## src/rtl/clk_rst_seq_if.sv

```systemverilog
// Signal bundle between the clock/reset sequencer and the MMCM plus push-button side.
// The master modport is the sequencer itself; the slave modport is the environment it controls.
interface clk_rst_seq_if;
  logic       mmcm_locked;
  logic       ext_rst_req;
  logic       mmcm_rst;
  logic       sys_rst;
  logic       lock_lost;
  logic [3:0] fail_cnt;
  logic [1:0] state;

  modport master (
    input  mmcm_locked,
    input  ext_rst_req,
    output mmcm_rst,
    output sys_rst,
    output lock_lost,
    output fail_cnt,
    output state
  );

  modport slave (
    output mmcm_locked,
    output ext_rst_req,
    input  mmcm_rst,
    input  sys_rst,
    input  lock_lost,
    input  fail_cnt,
    input  state
  );
endinterface

```

## src/rtl/clk_rst_seq.sv

```systemverilog
// MMCM reset / lock supervisor: pulses the MMCM reset, waits for lock, lets it settle,
// then releases the system reset; restarts on lock loss, timeout or a debounced button.
module clk_rst_seq #(
  parameter int unsigned MMCM_RST_CYCLES = 16,
  parameter int unsigned LOCK_TIMEOUT    = 1048576,
  parameter int unsigned SETTLE_CYCLES   = 1024,
  parameter int unsigned DEBOUNCE_CYCLES = 256
) (
  input  logic          clk_in1,
  input  logic          reset,
  clk_rst_seq_if.master bus
);

  typedef enum logic [1:0] {
    ST_MMCM_RST  = 2'd0,
    ST_WAIT_LOCK = 2'd1,
    ST_SETTLE    = 2'd2,
    ST_RUN       = 2'd3
  } state_t;

  // The shared counter only ever has to reach (limit - 1) of the largest per-state limit.
  localparam int unsigned CNT_MAX_A = (MMCM_RST_CYCLES > LOCK_TIMEOUT) ? MMCM_RST_CYCLES : LOCK_TIMEOUT;
  localparam int unsigned CNT_MAX   = (CNT_MAX_A > SETTLE_CYCLES) ? CNT_MAX_A : SETTLE_CYCLES;
  localparam int unsigned CNT_W     = (CNT_MAX > 1) ? $clog2(CNT_MAX) : 1;
  localparam int unsigned DEB_W     = (DEBOUNCE_CYCLES > 1) ? $clog2(DEBOUNCE_CYCLES) : 1;

  localparam logic [CNT_W-1:0] CNT_ONE      = CNT_W'(1);
  localparam logic [CNT_W-1:0] MMCM_LAST    = CNT_W'(MMCM_RST_CYCLES - 1);
  localparam logic [CNT_W-1:0] TIMEOUT_LAST = CNT_W'(LOCK_TIMEOUT - 1);
  localparam logic [CNT_W-1:0] SETTLE_LAST  = CNT_W'(SETTLE_CYCLES - 1);
  localparam logic [DEB_W-1:0] DEB_ONE      = DEB_W'(1);
  localparam logic [DEB_W-1:0] DEB_LAST     = DEB_W'(DEBOUNCE_CYCLES - 1);

  logic             locked_meta_r;
  logic             locked_s;
  logic             ext_meta_r;
  logic             ext_s;
  logic [DEB_W-1:0] deb_cnt_r;
  logic             deb_done_r;
  logic             req_r;
  state_t           state_r;
  logic [CNT_W-1:0] cnt_r;
  logic             mmcm_rst_r;
  logic             sys_rst_r;
  logic             lock_lost_r;
  logic [3:0]       fail_cnt_r;

  // Two-flop synchronizers for the asynchronous lock and button inputs.
  always_ff @(posedge clk_in1 or posedge reset) begin
    if (reset) begin
      locked_meta_r <= 1'b0;
      locked_s      <= 1'b0;
      ext_meta_r    <= 1'b0;
      ext_s         <= 1'b0;
    end else begin
      locked_meta_r <= bus.mmcm_locked;
      locked_s      <= locked_meta_r;
      ext_meta_r    <= bus.ext_rst_req;
      ext_s         <= ext_meta_r;
    end
  end

  // Button debounce: one req pulse per continuous high run of DEBOUNCE_CYCLES or longer.
  always_ff @(posedge clk_in1 or posedge reset) begin
    if (reset) begin
      deb_cnt_r  <= '0;
      deb_done_r <= 1'b0;
      req_r      <= 1'b0;
    end else if (!ext_s) begin
      deb_cnt_r  <= '0;
      deb_done_r <= 1'b0;
      req_r      <= 1'b0;
    end else if (deb_done_r) begin
      req_r      <= 1'b0;
    end else if (deb_cnt_r == DEB_LAST) begin
      deb_done_r <= 1'b1;
      req_r      <= 1'b1;
    end else begin
      deb_cnt_r  <= deb_cnt_r + DEB_ONE;
      req_r      <= 1'b0;
    end
  end

  // Sequencer FSM; outputs are updated on the same edge as the state they belong to.
  always_ff @(posedge clk_in1 or posedge reset) begin
    if (reset) begin
      state_r     <= ST_MMCM_RST;
      cnt_r       <= '0;
      mmcm_rst_r  <= 1'b1;
      sys_rst_r   <= 1'b1;
      lock_lost_r <= 1'b0;
      fail_cnt_r  <= 4'd0;
    end else begin
      lock_lost_r <= 1'b0;
      case (state_r)
        ST_MMCM_RST: begin
          if (cnt_r == MMCM_LAST) begin
            state_r    <= ST_WAIT_LOCK;
            cnt_r      <= '0;
            mmcm_rst_r <= 1'b0;
          end else begin
            cnt_r <= cnt_r + CNT_ONE;
          end
        end
        ST_WAIT_LOCK: begin
          if (req_r) begin
            state_r    <= ST_MMCM_RST;
            cnt_r      <= '0;
            mmcm_rst_r <= 1'b1;
          end else if (locked_s) begin
            state_r <= ST_SETTLE;
            cnt_r   <= '0;
          end else if (cnt_r == TIMEOUT_LAST) begin
            state_r    <= ST_MMCM_RST;
            cnt_r      <= '0;
            mmcm_rst_r <= 1'b1;
            if (fail_cnt_r != 4'd15) begin
              fail_cnt_r <= fail_cnt_r + 4'd1;
            end else begin
              fail_cnt_r <= fail_cnt_r;
            end
          end else begin
            cnt_r <= cnt_r + CNT_ONE;
          end
        end
        ST_SETTLE: begin
          // A lock drop here is treated as a still-settling MMCM, so no MMCM reset.
          if (!locked_s) begin
            state_r <= ST_WAIT_LOCK;
            cnt_r   <= '0;
          end else if (req_r) begin
            state_r    <= ST_MMCM_RST;
            cnt_r      <= '0;
            mmcm_rst_r <= 1'b1;
          end else if (cnt_r == SETTLE_LAST) begin
            state_r   <= ST_RUN;
            cnt_r     <= '0;
            sys_rst_r <= 1'b0;
          end else begin
            cnt_r <= cnt_r + CNT_ONE;
          end
        end
        ST_RUN: begin
          if (!locked_s) begin
            state_r     <= ST_MMCM_RST;
            cnt_r       <= '0;
            mmcm_rst_r  <= 1'b1;
            sys_rst_r   <= 1'b1;
            lock_lost_r <= 1'b1;
          end else if (req_r) begin
            state_r    <= ST_MMCM_RST;
            cnt_r      <= '0;
            mmcm_rst_r <= 1'b1;
            sys_rst_r  <= 1'b1;
          end else begin
            cnt_r <= '0;
          end
        end
        default: begin
          state_r    <= ST_MMCM_RST;
          cnt_r      <= '0;
          mmcm_rst_r <= 1'b1;
          sys_rst_r  <= 1'b1;
        end
      endcase
    end
  end

  assign bus.mmcm_rst  = mmcm_rst_r;
  assign bus.sys_rst   = sys_rst_r;
  assign bus.lock_lost = lock_lost_r;
  assign bus.fail_cnt  = fail_cnt_r;
  assign bus.state     = state_r;

endmodule

```

## src/flat_wrapper.sv

```systemverilog
// flat-port wrapper written by rule: the top's interface ports become plain ports
module clk_rst_seq_flat 
#(
  parameter int unsigned MMCM_RST_CYCLES = 16,
  parameter int unsigned LOCK_TIMEOUT    = 1048576,
  parameter int unsigned SETTLE_CYCLES   = 1024,
  parameter int unsigned DEBOUNCE_CYCLES = 256
)
  (clk_in1, reset, bus_mmcm_locked, bus_ext_rst_req, bus_mmcm_rst, bus_sys_rst, bus_lock_lost, bus_fail_cnt, bus_state);
  clk_rst_seq_if bus_i ();
  input  logic clk_in1;
  input  logic reset;
  input wire logic [$bits(bus_i.mmcm_locked)-1:0] bus_mmcm_locked;
  input wire logic [$bits(bus_i.ext_rst_req)-1:0] bus_ext_rst_req;
  output wire logic [$bits(bus_i.mmcm_rst)-1:0] bus_mmcm_rst;
  output wire logic [$bits(bus_i.sys_rst)-1:0] bus_sys_rst;
  output wire logic [$bits(bus_i.lock_lost)-1:0] bus_lock_lost;
  output wire logic [$bits(bus_i.fail_cnt)-1:0] bus_fail_cnt;
  output wire logic [$bits(bus_i.state)-1:0] bus_state;
  assign bus_i.mmcm_locked = bus_mmcm_locked;
  assign bus_i.ext_rst_req = bus_ext_rst_req;
  assign bus_mmcm_rst = bus_i.mmcm_rst;
  assign bus_sys_rst = bus_i.sys_rst;
  assign bus_lock_lost = bus_i.lock_lost;
  assign bus_fail_cnt = bus_i.fail_cnt;
  assign bus_state = bus_i.state;
  clk_rst_seq #(.MMCM_RST_CYCLES(MMCM_RST_CYCLES), .LOCK_TIMEOUT(LOCK_TIMEOUT), .SETTLE_CYCLES(SETTLE_CYCLES), .DEBOUNCE_CYCLES(DEBOUNCE_CYCLES)) u_core (.clk_in1(clk_in1), .reset(reset), .bus(bus_i));
endmodule
```

## config.mk

```make
export PLATFORM = sky130hd
export DESIGN_NAME = clk_rst_seq_flat
export DESIGN_NICKNAME = d
export VERILOG_FILES = /design/src/rtl/clk_rst_seq_if.sv /design/src/rtl/clk_rst_seq.sv /design/src/flat_wrapper.sv
export SDC_FILE = /design/constraint.sdc
export NUM_CORES = 1
export LEC_CHECK = 0
export ABC_CLOCK_PERIOD_IN_PS = 2200
export BUFFER_PORTS_ARGS = -buffer_cell sky130_fd_sc_hd__buf_2
export CORE_ASPECT_RATIO = 1.5
export CORE_UTILIZATION = 50
export CTS_CLUSTER_DIAMETER = 80
export CTS_CLUSTER_SIZE = 25
export DETAILED_ROUTE_END_ITERATION = 10
export GPL_ROUTABILITY_DRIVEN = 0
export PLACE_DENSITY_LB_ADDON = 0.15
export SLEW_MARGIN = 5
export SYNTH_ARGS = -nofsm -noshare
export SYNTH_HDL_FRONTEND = slang
export SYNTH_SLANG_ARGS = --single-unit
export TNS_END_PERCENT = 100
```

## constraint.sdc

```tcl
create_clock -name clk_in1 -period 2.2 [get_ports clk_in1]
set_input_delay 0.66 -clock clk_in1 [delete_from_list [all_inputs] [get_ports clk_in1]]
set_output_delay 0.66 -clock clk_in1 [all_outputs]
set_load 0.02 [all_outputs]
```

==> results.toml, run 1 <==
[cells_and_area]
stdcell_area_mm2 = 0.002340
n_fill_cell = 353
drive_gt1_frac = 0.1953
mostFrequentLayoutCell = "dfrtp_1"
final_cell_mix = "dfrtp_1 (41), nor2_1 (21), xnor2_1 (14)"
layoutNonFillerInstCount = 260
nets = 221
area_delta_synth_final_pct = 9.485
antennaDiodeCount = 0

[worst_hold_path]
min_to = "u_core.locked_s"
timing.hold.worst_path_depth = 0
min_path_type = "flip-flop to flip-flop"
min_from = "u_core.locked_meta_r"

[synth]
syn_avg_cell_area_um2 = 11.02
synth.area.top_cells = "dfrtp_1 (48%), xnor2_1 (5.7%), xor2_1 (5.3%)"
async_flop_share = 1.000
ys_warn_count = 0
synth_edf_count = 0
synthFlopType = "dfrtp_1"
synth_top_area_frac = 0.4801
synth_largest_area_cell = "dfrtp_1"
synth_seq_area_share = 0.5047
syn_area_mm2 = 0.002137
syn-num-nets = 201
synth_seq_cells = 43
synthDistinctLibCells = 42
synthCells = 194

[clock_network]
h-tree-depth = 2
cts_tree = "done"
cts_root_buffer = "clkbuf_8"
postCtsSetupBuffers = 0
insertion_delay_ns = 0.29
cts.reportedPaths.clkPinSlew_ns = 0.08
clockBufferDepth = 2
post_cts_resized = 0
cts_hold_buf = 0
cts_buffers = 5
clock-sinks = 43

[global_routing]
grt_remaining_overflow = 0
grt_pass1_vias = 1452
grt_pass1_wl_um = 6437
grt.total_usage = 0.1819
grt_max_degree = 44
antenna_found_initial = 0

[critical_path]
path_cells = "or4b_4 > a31oi_1 > and4_4 > mux2_2"
cp-end-kind = "flip-flop"
r2r-start = "u_core.bus.state[1]"
critical_path_buf_inv_count = 0
cp-start-kind = "flip-flop"
cp.arrival_ns = 2.12
reg2reg_depth = 4
crit_fanout = 9
slowest_delay_ns = 0.59
crit_slowest_cell = "or4b_4"
r2r_setup_slack_ns = 0.26
timing.rr.end = "u_core.bus.fail_cnt[1]"
critical_path_class = "flip-flop to flip-flop"
required_ns = 2.38
path_delay_family = "simple AND/OR/NAND/NOR gates"

[floorplan]
die-width_um = 55.38
fp.dieArea_mm2 = 0.004545
start_util = 0.5304
coreArea_mm2 = 0.004029
row_count = 28
boundaryPins = 13
die_h_um = 82.07

[job]
cap_violations = 0

[pwr]
peakVddDrop_uv = 676.3
power_density_mw_per_mm2 = 785.2
p_leak_uw = 0.001066

[place]
dp_cells = 252
numPortBuffers = 12
place_area_mm2 = 0.002256
dp_slack_ns = 0.2769
dp_hpwl_um = 2647

[sta]
setup_ws_ns = 0.2595
hold_violations = 0
finalSetupViolCount = 0
maxSlewViolCount = 0
rsz0062_at_grt = "no"
fmax_mhz = 515.3
period_minus_slack_ns = 1.940
final.period_utilization = 0.8820
fin_worst_skew_ns = 0.007241
setup_tns_ns = 0
relSlewSlack = 0.6406
tightest_slew_ns = 0.5390

[routing]
vias = 1446
dr.first_iter.drc_count = 16
drc_errors = 0
routed_via_density = 5.562
wl_um = 3645
avgRoutedWirePerCell_um = 14.02
firstDrtPassIters = 4
antenna_left = 0

[run_status]
status = "completed"
## synth_stat cells (2+ instances only)
library cell   n
nor2_4         9
o21ai_0        4
nor2b_1        5
a21oi_1        4
nor2_1        21
xor2_1        13
buf_6          2
and3_1         4
dfstp_2        2
nor4_1         3
nor3_1         2
nand4_1        3
and2_1         7
o211a_1        2
inv_1          3
nand4b_1       2
and4_1         6
dfrtp_1       41
ha_1           3
a31oi_1        2
o21a_1         2
xnor2_1       14
nand2_1       10
nand3_1       12
## where the power goes
group          internal (uW)  total [uW]  switching, uW
Clock                    217         474            257
Combinational            172         435            263
Sequential               854         928           73.3
## final cells by class
type                       count  area, um2  area share
clock inverter                 3      15.01    0.006417
multi-input combinational    144      999.7      0.4273
sequential                    43       1079      0.4610
timing repair buffer          17      110.1     0.04706
inverter                       3      11.26    0.004813
tap                           45      56.30     0.02406
clock buffer                   5      68.82     0.02941
## through the flow
stage | hold slack (ns) | utilization | total power, uW
floorplan | 0.3312 | - | 1315
global placement | 0.3330 | 0.5599 | 1366
detailed placement | 0.3347 | 0.5599 | 1385
CTS | 0.3539 | 0.5807 | 1862
global route | 0.3590 | 0.5807 | 1937
finish | 0.3531 | 0.5807 | 1837
## state kept, by name, indices dropped and copies added, names as in the netlist
name,cells
u_core.deb_cnt_r,8
u_core.ext_s,1
u_core.bus.lock_lost,1
u_core.req_r,1
u_core.locked_s,1
u_core.locked_meta_r,1
u_core.bus.fail_cnt,4
u_core.bus.sys_rst,1
u_core.ext_meta_r,1
u_core.deb_done_r,1
u_core.bus.state,2
u_core.bus.mmcm_rst,1
u_core.cnt_r,20
## worst max path at each step
stage | to | slack, ns | from | depth (start not counted)
5_1_grt | u_core.cnt_r[6] | 0.13 | u_core.cnt_r[0] | 7
3_3_place_gp | u_core.bus.fail_cnt[1] | 0.32 | u_core.bus.state[1] | 4
4_1_cts | u_core.bus.fail_cnt[1] | 0.26 | u_core.bus.state[1] | 4
6_report | u_core.bus.fail_cnt[1] | 0.26 | u_core.bus.state[1] | 4
3_5_place_dp | u_core.bus.fail_cnt[1] | 0.28 | u_core.bus.state[1] | 4
2_1_floorplan | u_core.bus.fail_cnt[1] | 0.22 | u_core.bus.state[1] | 5
## cells by family (layout without fill, tap and decap cells)
kind of cell | after synthesis | count (layout) | share of synthesized area
AND/OR/NAND/NOR | 92 | 92 | 0.2646
flip-flops | 43 | 43 | 0.5047
XOR/XNOR | 27 | 27 | 0.1107
AO/OA/AOI/OAI | 20 | 20 | 0.06499
buffers and inverters | 7 | 28 | 0.02751
adder cells (fa/ha/maj) | 3 | 3 | 0.01757
multiplexers | 2 | 2 | 0.009953
## metal layers
metal	GRT usage	up-vias	wire length (um)
li1	-	709	-
met1	0.2090	710	1578
met3	0.04252	8	83
met2	0.3289	19	1912
met4	0.07000	0	72
met5	0	-	0
Note: power is estimated with default switching activity, not from simulation.
==> inputs of run 2 (changes only) <==
Settings changed: PLACE_DENSITY_LB_ADDON 0.15 to 0.1.
==> run 2 against run 1 <==
Compared with the run above: maximum frequency grew 0.24%; clock-buffer cell count grew 2; clock skew grew 0.0068 ns; cell count is the same; final area grew 0.32%; register-to-register slack is essentially flat; wire length grew 3.7%; hold slack gained 0.0023 ns; power grew 2.5%; sequential share of layout area shrank 0.15 points; flip-flop and latch count is the same; critical path type unchanged.
==> results.toml, run 2 (synthesis results as in run 1) <==
[global_routing]
grt_pass1_wl_um = 6720
antenna_found_initial = 0
grt_remaining_overflow = 0
grt_max_degree = 44
grt.total_usage = 0.1913
grt_pass1_vias = 1502

[critical_path]
reg2reg_depth = 7
cp-start-kind = "flip-flop"
cp-end-kind = "flip-flop"
required_ns = 2.38
crit_fanout = 19
critical_path_class = "flip-flop to flip-flop"
cp.arrival_ns = 2.12

[pwr]
peakVddDrop_uv = 1003
clkPwrFrac = 0.275
power_density_mw_per_mm2 = 802.3
total_power_uw = 1883
netSwitchingPower_uw = 604.2
seqPwrFrac = 0.493
comb_power_share = 0.232
switching_share = 0.3208
intPower_uw = 1279
p_leak_uw = 0.001067

[place]
numPortBuffers = 12
dp_hpwl_um = 2724
dp_cells = 252

[floorplan]
row_count = 28
die-width_um = 55.38
die_h_um = 82.07
start_util = 0.5304
boundaryPins = 13
coreArea_mm2 = 0.004029
fp.dieArea_mm2 = 0.004545

[sta]
hold_violations = 0
tightest_slew_ns = 0.5291
holdWs_ns = 0.3554
setup_tns_ns = 0
finalSetupViolCount = 0
fmax_mhz = 516.6
maxSlewViolCount = 0
rsz0062_at_grt = "no"
final.period_utilization = 0.8799
period_minus_slack_ns = 1.936
relSlewSlack = 0.6473
fin_worst_skew_ns = 0.01403

[cells_and_area]
nets = 221
top_register = "u_core.cnt_r"
n_fill_cell = 366
antennaDiodeCount = 0
drive_gt1_frac = 0.1907
area_delta_synth_final_pct = 9.836
final_cell_mix = "dfrtp_1 (41), nor2_1 (21), xnor2_1 (14)"
layoutNonFillerInstCount = 260
mostFrequentLayoutCell = "dfrtp_1"
largest_reg_flops = 20

[worst_hold_path]
timing.hold.worst_path_depth = 0
min_path_type = "flip-flop to flip-flop"

[clock_network]
clockBufferDepth = 2
clock-sinks = 43
post_cts_resized = 0
cts_tree = "done"
cts_hold_buf = 0
cts_buffers = 5
cts.reportedPaths.clkPinSlew_ns = 0.07
h-tree-depth = 2
cts_root_buffer = "clkbuf_8"
insertion_delay_ns = 0.31
postCtsSetupBuffers = 0

[routing]
drc_errors = 0
wl_um = 3780
antenna_left = 0
avgRoutedWirePerCell_um = 14.54
routed_via_density = 5.650
firstDrtPassIters = 4
dr.first_iter.drc_count = 48
vias = 1469

[run_status]
status = "completed"

[job]
cap_violations = 0
## run 2: changes by cell type in the layout (fill, tap and decap cells not counted), sizes merged
| cell | delta |
|---|---|
| clkbuf | +2 |
| clkinv | -2 |
## run 2: per-stage QoR
step / util / cell area (um2) / worst slack, ns
3_5_place_dp: 0.5599 / 2256 / 0.2711
2_1_floorplan: - / 2137 / 0.2218
6_report: 0.5826 / 2347 / 0.2642
3_3_place_gp: 0.5599 / 2256 / 0.3161
5_1_grt: 0.5826 / 2347 / 0.07671
4_1_cts: 0.5826 / 2347 / 0.2663
## run 2: layout make-up
cell class / count / area, um2 / share of cell area
timing repair buffer: 17 / 110.1 / 0.04691
clock inverter: 1 / 5.005 / 0.002132
multi-input combinational: 144 / 999.7 / 0.4259
clock buffer: 7 / 86.33 / 0.03678
tap: 45 / 56.30 / 0.02399
inverter: 3 / 11.26 / 0.004797
sequential: 43 / 1079 / 0.4595
## run 2: routing by layer
| layer | vias to the layer above | track usage | wire length, um | share of wire |
|---|---|---|---|---|
| met1 | 718 | 0.2113 | 1598 | 0.42 |
| met4 | 0 | 0.09250 | 83 | 0.022 |
| li1 | 712 | - | - | - |
| met5 | - | 0 | 0 | 0 |
| met2 | 28 | 0.3470 | 1987 | 0.53 |
| met3 | 11 | 0.04409 | 110 | 0.029 |
## run 2: power groups by stage
stage	registers, uW	clock network [uW]	logic [uW]
floorplan	952	0	363
global placement	935	0	430
detailed placement	944	0	444
CTS	929	540	442
global route	942	560	477
finish	929	518	436
## run 2: worst paths after layout
path	from	end	slack, ns
worst max-delay path	u_core.cnt_r[0]	u_core.cnt_r[2]	0.26
worst min-delay path	u_core.ext_meta_r	u_core.ext_s	0.36
worst max register to register	u_core.cnt_r[0]	u_core.cnt_r[2]	0.26
worst min register to register	u_core.ext_meta_r	u_core.ext_s	0.36
max in group asynchronous	reset	u_core.bus.sys_rst	1.34
min in group asynchronous	reset	u_core.cnt_r[17]	0.47
## run 2: critical path: stages, from the launching register on
cell and delay, ns:
dfrtp_1 0.41, ha_1 0.23, and3_1 0.26, nand3_1 0.11, o21ai_0 0.27, o211a_1 0.25, buf_12 0.20, nor2_1 0.08
==> inputs of run 3 (changes only) <==
Settings changed: ABC_CLOCK_PERIOD_IN_PS 2200 to 1800.
Clock period 2.2 ns to 1.8 ns, I/O delays scaled along.
==> run 3 against run 2 <==
Compared with the run above: the run now ends with negative setup slack left; power rose by 29%; core utilization increased by 4.5 points; clock power is 12% higher; wire length up 11%; first-iteration DRC count grew 25%; critical path type unchanged; critical endpoint is now u_core.cnt_r[9].
==> results.toml, run 3 (synthesis results as in run 1) <==
[cells_and_area]
drive_gt1_frac = 0.2857
mostFrequentLayoutCell = "dfrtp_1"
nets = 237
area_delta_synth_final_pct = 18.33
final_cell_mix = "dfrtp_1 (38), nor2_1 (21), buf_4 (18)"
largest_reg_flops = 20
stdcell_area_mm2 = 0.002529
top_register = "u_core.cnt_r"
n_fill_cell = 350
antennaDiodeCount = 0

[critical_path]
slowest_delay_ns = 0.43
crit_slowest_cell = "dfrtp_1"
r2r-start = "u_core.cnt_r[10]"
reg2reg_depth = 6
critical_path_class = "flip-flop to flip-flop"
required_ns = 1.98
r2r_setup_slack_ns = -0.004
path_cells = "nor4_1 > nand3_1 > o21ai_2 > o211a_4 > clkbuf_16 > nor2_4"
timing.rr.end = "u_core.cnt_r[9]"
cp-start-kind = "flip-flop"
crit_fanout = 9
cp.arrival_ns = 1.98
cp-end-kind = "flip-flop"

[pwr]
peakVddDrop_uv = 782.1
power_density_mw_per_mm2 = 958.9
p_leak_uw = 0.001144
total_power_uw = 2425

[sta]
rsz0062_at_grt = "yes"
period_minus_slack_ns = 1.804
setup_tns_ns = -0.007165
final.period_utilization = 1.002
relSlewSlack = 0.7591
hold_violations = 0
setup_ws_ns = -0.003702
finalSetupViolCount = 7
tightest_slew_ns = 0.3581
holdWs_ns = 0.3011
maxSlewViolCount = 0
fmax_mhz = 554.4
fin_worst_skew_ns = 0.007392

[global_routing]
antenna_found_initial = 0
grt_pass1_wl_um = 6969
grt_remaining_overflow = 0
grt_pass1_vias = 1569
grt.total_usage = 0.1977
grt_max_degree = 44

[routing]
dr.first_iter.drc_count = 60
vias = 1550
firstDrtPassIters = 4
antenna_left = 0
avgRoutedWirePerCell_um = 15.14
routed_via_density = 5.616
wl_um = 4179
drc_errors = 0

[clock_network]
h-tree-depth = 2
cts_tree = "done"
insertion_delay_ns = 0.29
clockBufferDepth = 2
cts_hold_buf = 0
cts.reportedPaths.clkPinSlew_ns = 0.08
cts_buffers = 5
cts_root_buffer = "clkbuf_8"
clock-sinks = 43

[floorplan]
die_h_um = 82.07
boundaryPins = 13
row_count = 28
coreArea_mm2 = 0.004029
die-width_um = 55.38
fp.dieArea_mm2 = 0.004545
start_util = 0.5304

[job]
cap_violations = 0

[place]
numPortBuffers = 12
place_area_mm2 = 0.002371
dp_hpwl_um = 2921
dp_slack_ns = -0.08711

[run_status]
violations = "negative setup slack"
status = "finished, violations left"

[worst_hold_path]
min_path_type = "input pin to async pin"
-- run 3: cell count changes in the layout (fill, tap and decap cells not counted), moves of 2 or more --
cell	change
buf_4	+14
dfrtp_1	-3
dfrtp_2	+3
nor4_1	-2
nor4_2	+2
-- run 3: worst max path at each step --
stage	slack, ns	from	depth (start not counted)	endpoint
finish	-0.004	u_core.cnt_r[10]	6	u_core.cnt_r[9]
global route	-0.14	u_core.cnt_r[10]	6	u_core.cnt_r[10]
CTS	0.008	u_core.req_r	4	u_core.bus.fail_cnt[1]
detailed placement	-0.09	u_core.cnt_r[1]	7	u_core.cnt_r[5]
global placement	-0.07	u_core.cnt_r[1]	7	u_core.cnt_r[8]
floorplan	-0.06	u_core.bus.state[1]	5	u_core.bus.fail_cnt[1]
-- run 3: per-stage QoR --
step | std cells | util
after floorplan | 194 | -
after global placement | 265 | 0.5885
after detailed placement | 265 | 0.5885
after CTS | 273 | 0.6099
after global routing | 276 | 0.6276
final | 276 | 0.6276
-- run 3: area by class of cell --
| class | count | area [um2] | area share |
|---|---|---|---|
| Tap cell | 45 | 56.30 | 0.02227 |
| Sequential cell | 43 | 1082 | 0.4280 |
| Inverter | 3 | 11.26 | 0.004453 |
| Timing Repair Buffer | 33 | 260.3 | 0.1029 |
| Multi-Input combinational cell | 144 | 1037 | 0.4102 |
| Clock buffer | 7 | 76.32 | 0.03018 |
| Clock inverter | 1 | 5.005 | 0.001979 |
-- run 3: timing repair --
item                       4_1_cts  5_1_grt
pin swaps                        1        4
buffers inserted                 0        2
gates cloned                     0        1
setup endpoints to repair       19       22
resized for setup                1        9
-- run 3: report_power, final --
part / switching, uW / internal (uW) / leakage [uW]
clock: 309 / 272 / 0.0000422
sequential: 56.8 / 1050 / 0.000571
combinational: 394 / 348 / 0.000531
total: 759 / 1670 / 0.00114
-- run 3: layer usage --
metal  GRT usage  wire length [um]  vias to the layer above
met5           0                 0                        -
met4     0.07000                86                        0
met3     0.03937                89                        9
met2      0.3783              2294                       23
met1      0.2165              1708                      776
li1            -                 -                      742
-- run 3: critical path, delay by kind of cell (launching register included) --
kind                   cells  cell delay (ns)
DFF                        1             0.43
AOI/OAI and AO/OA          2             0.44
buffers and inverters      1             0.19
and+or+nand+nor            3             0.63
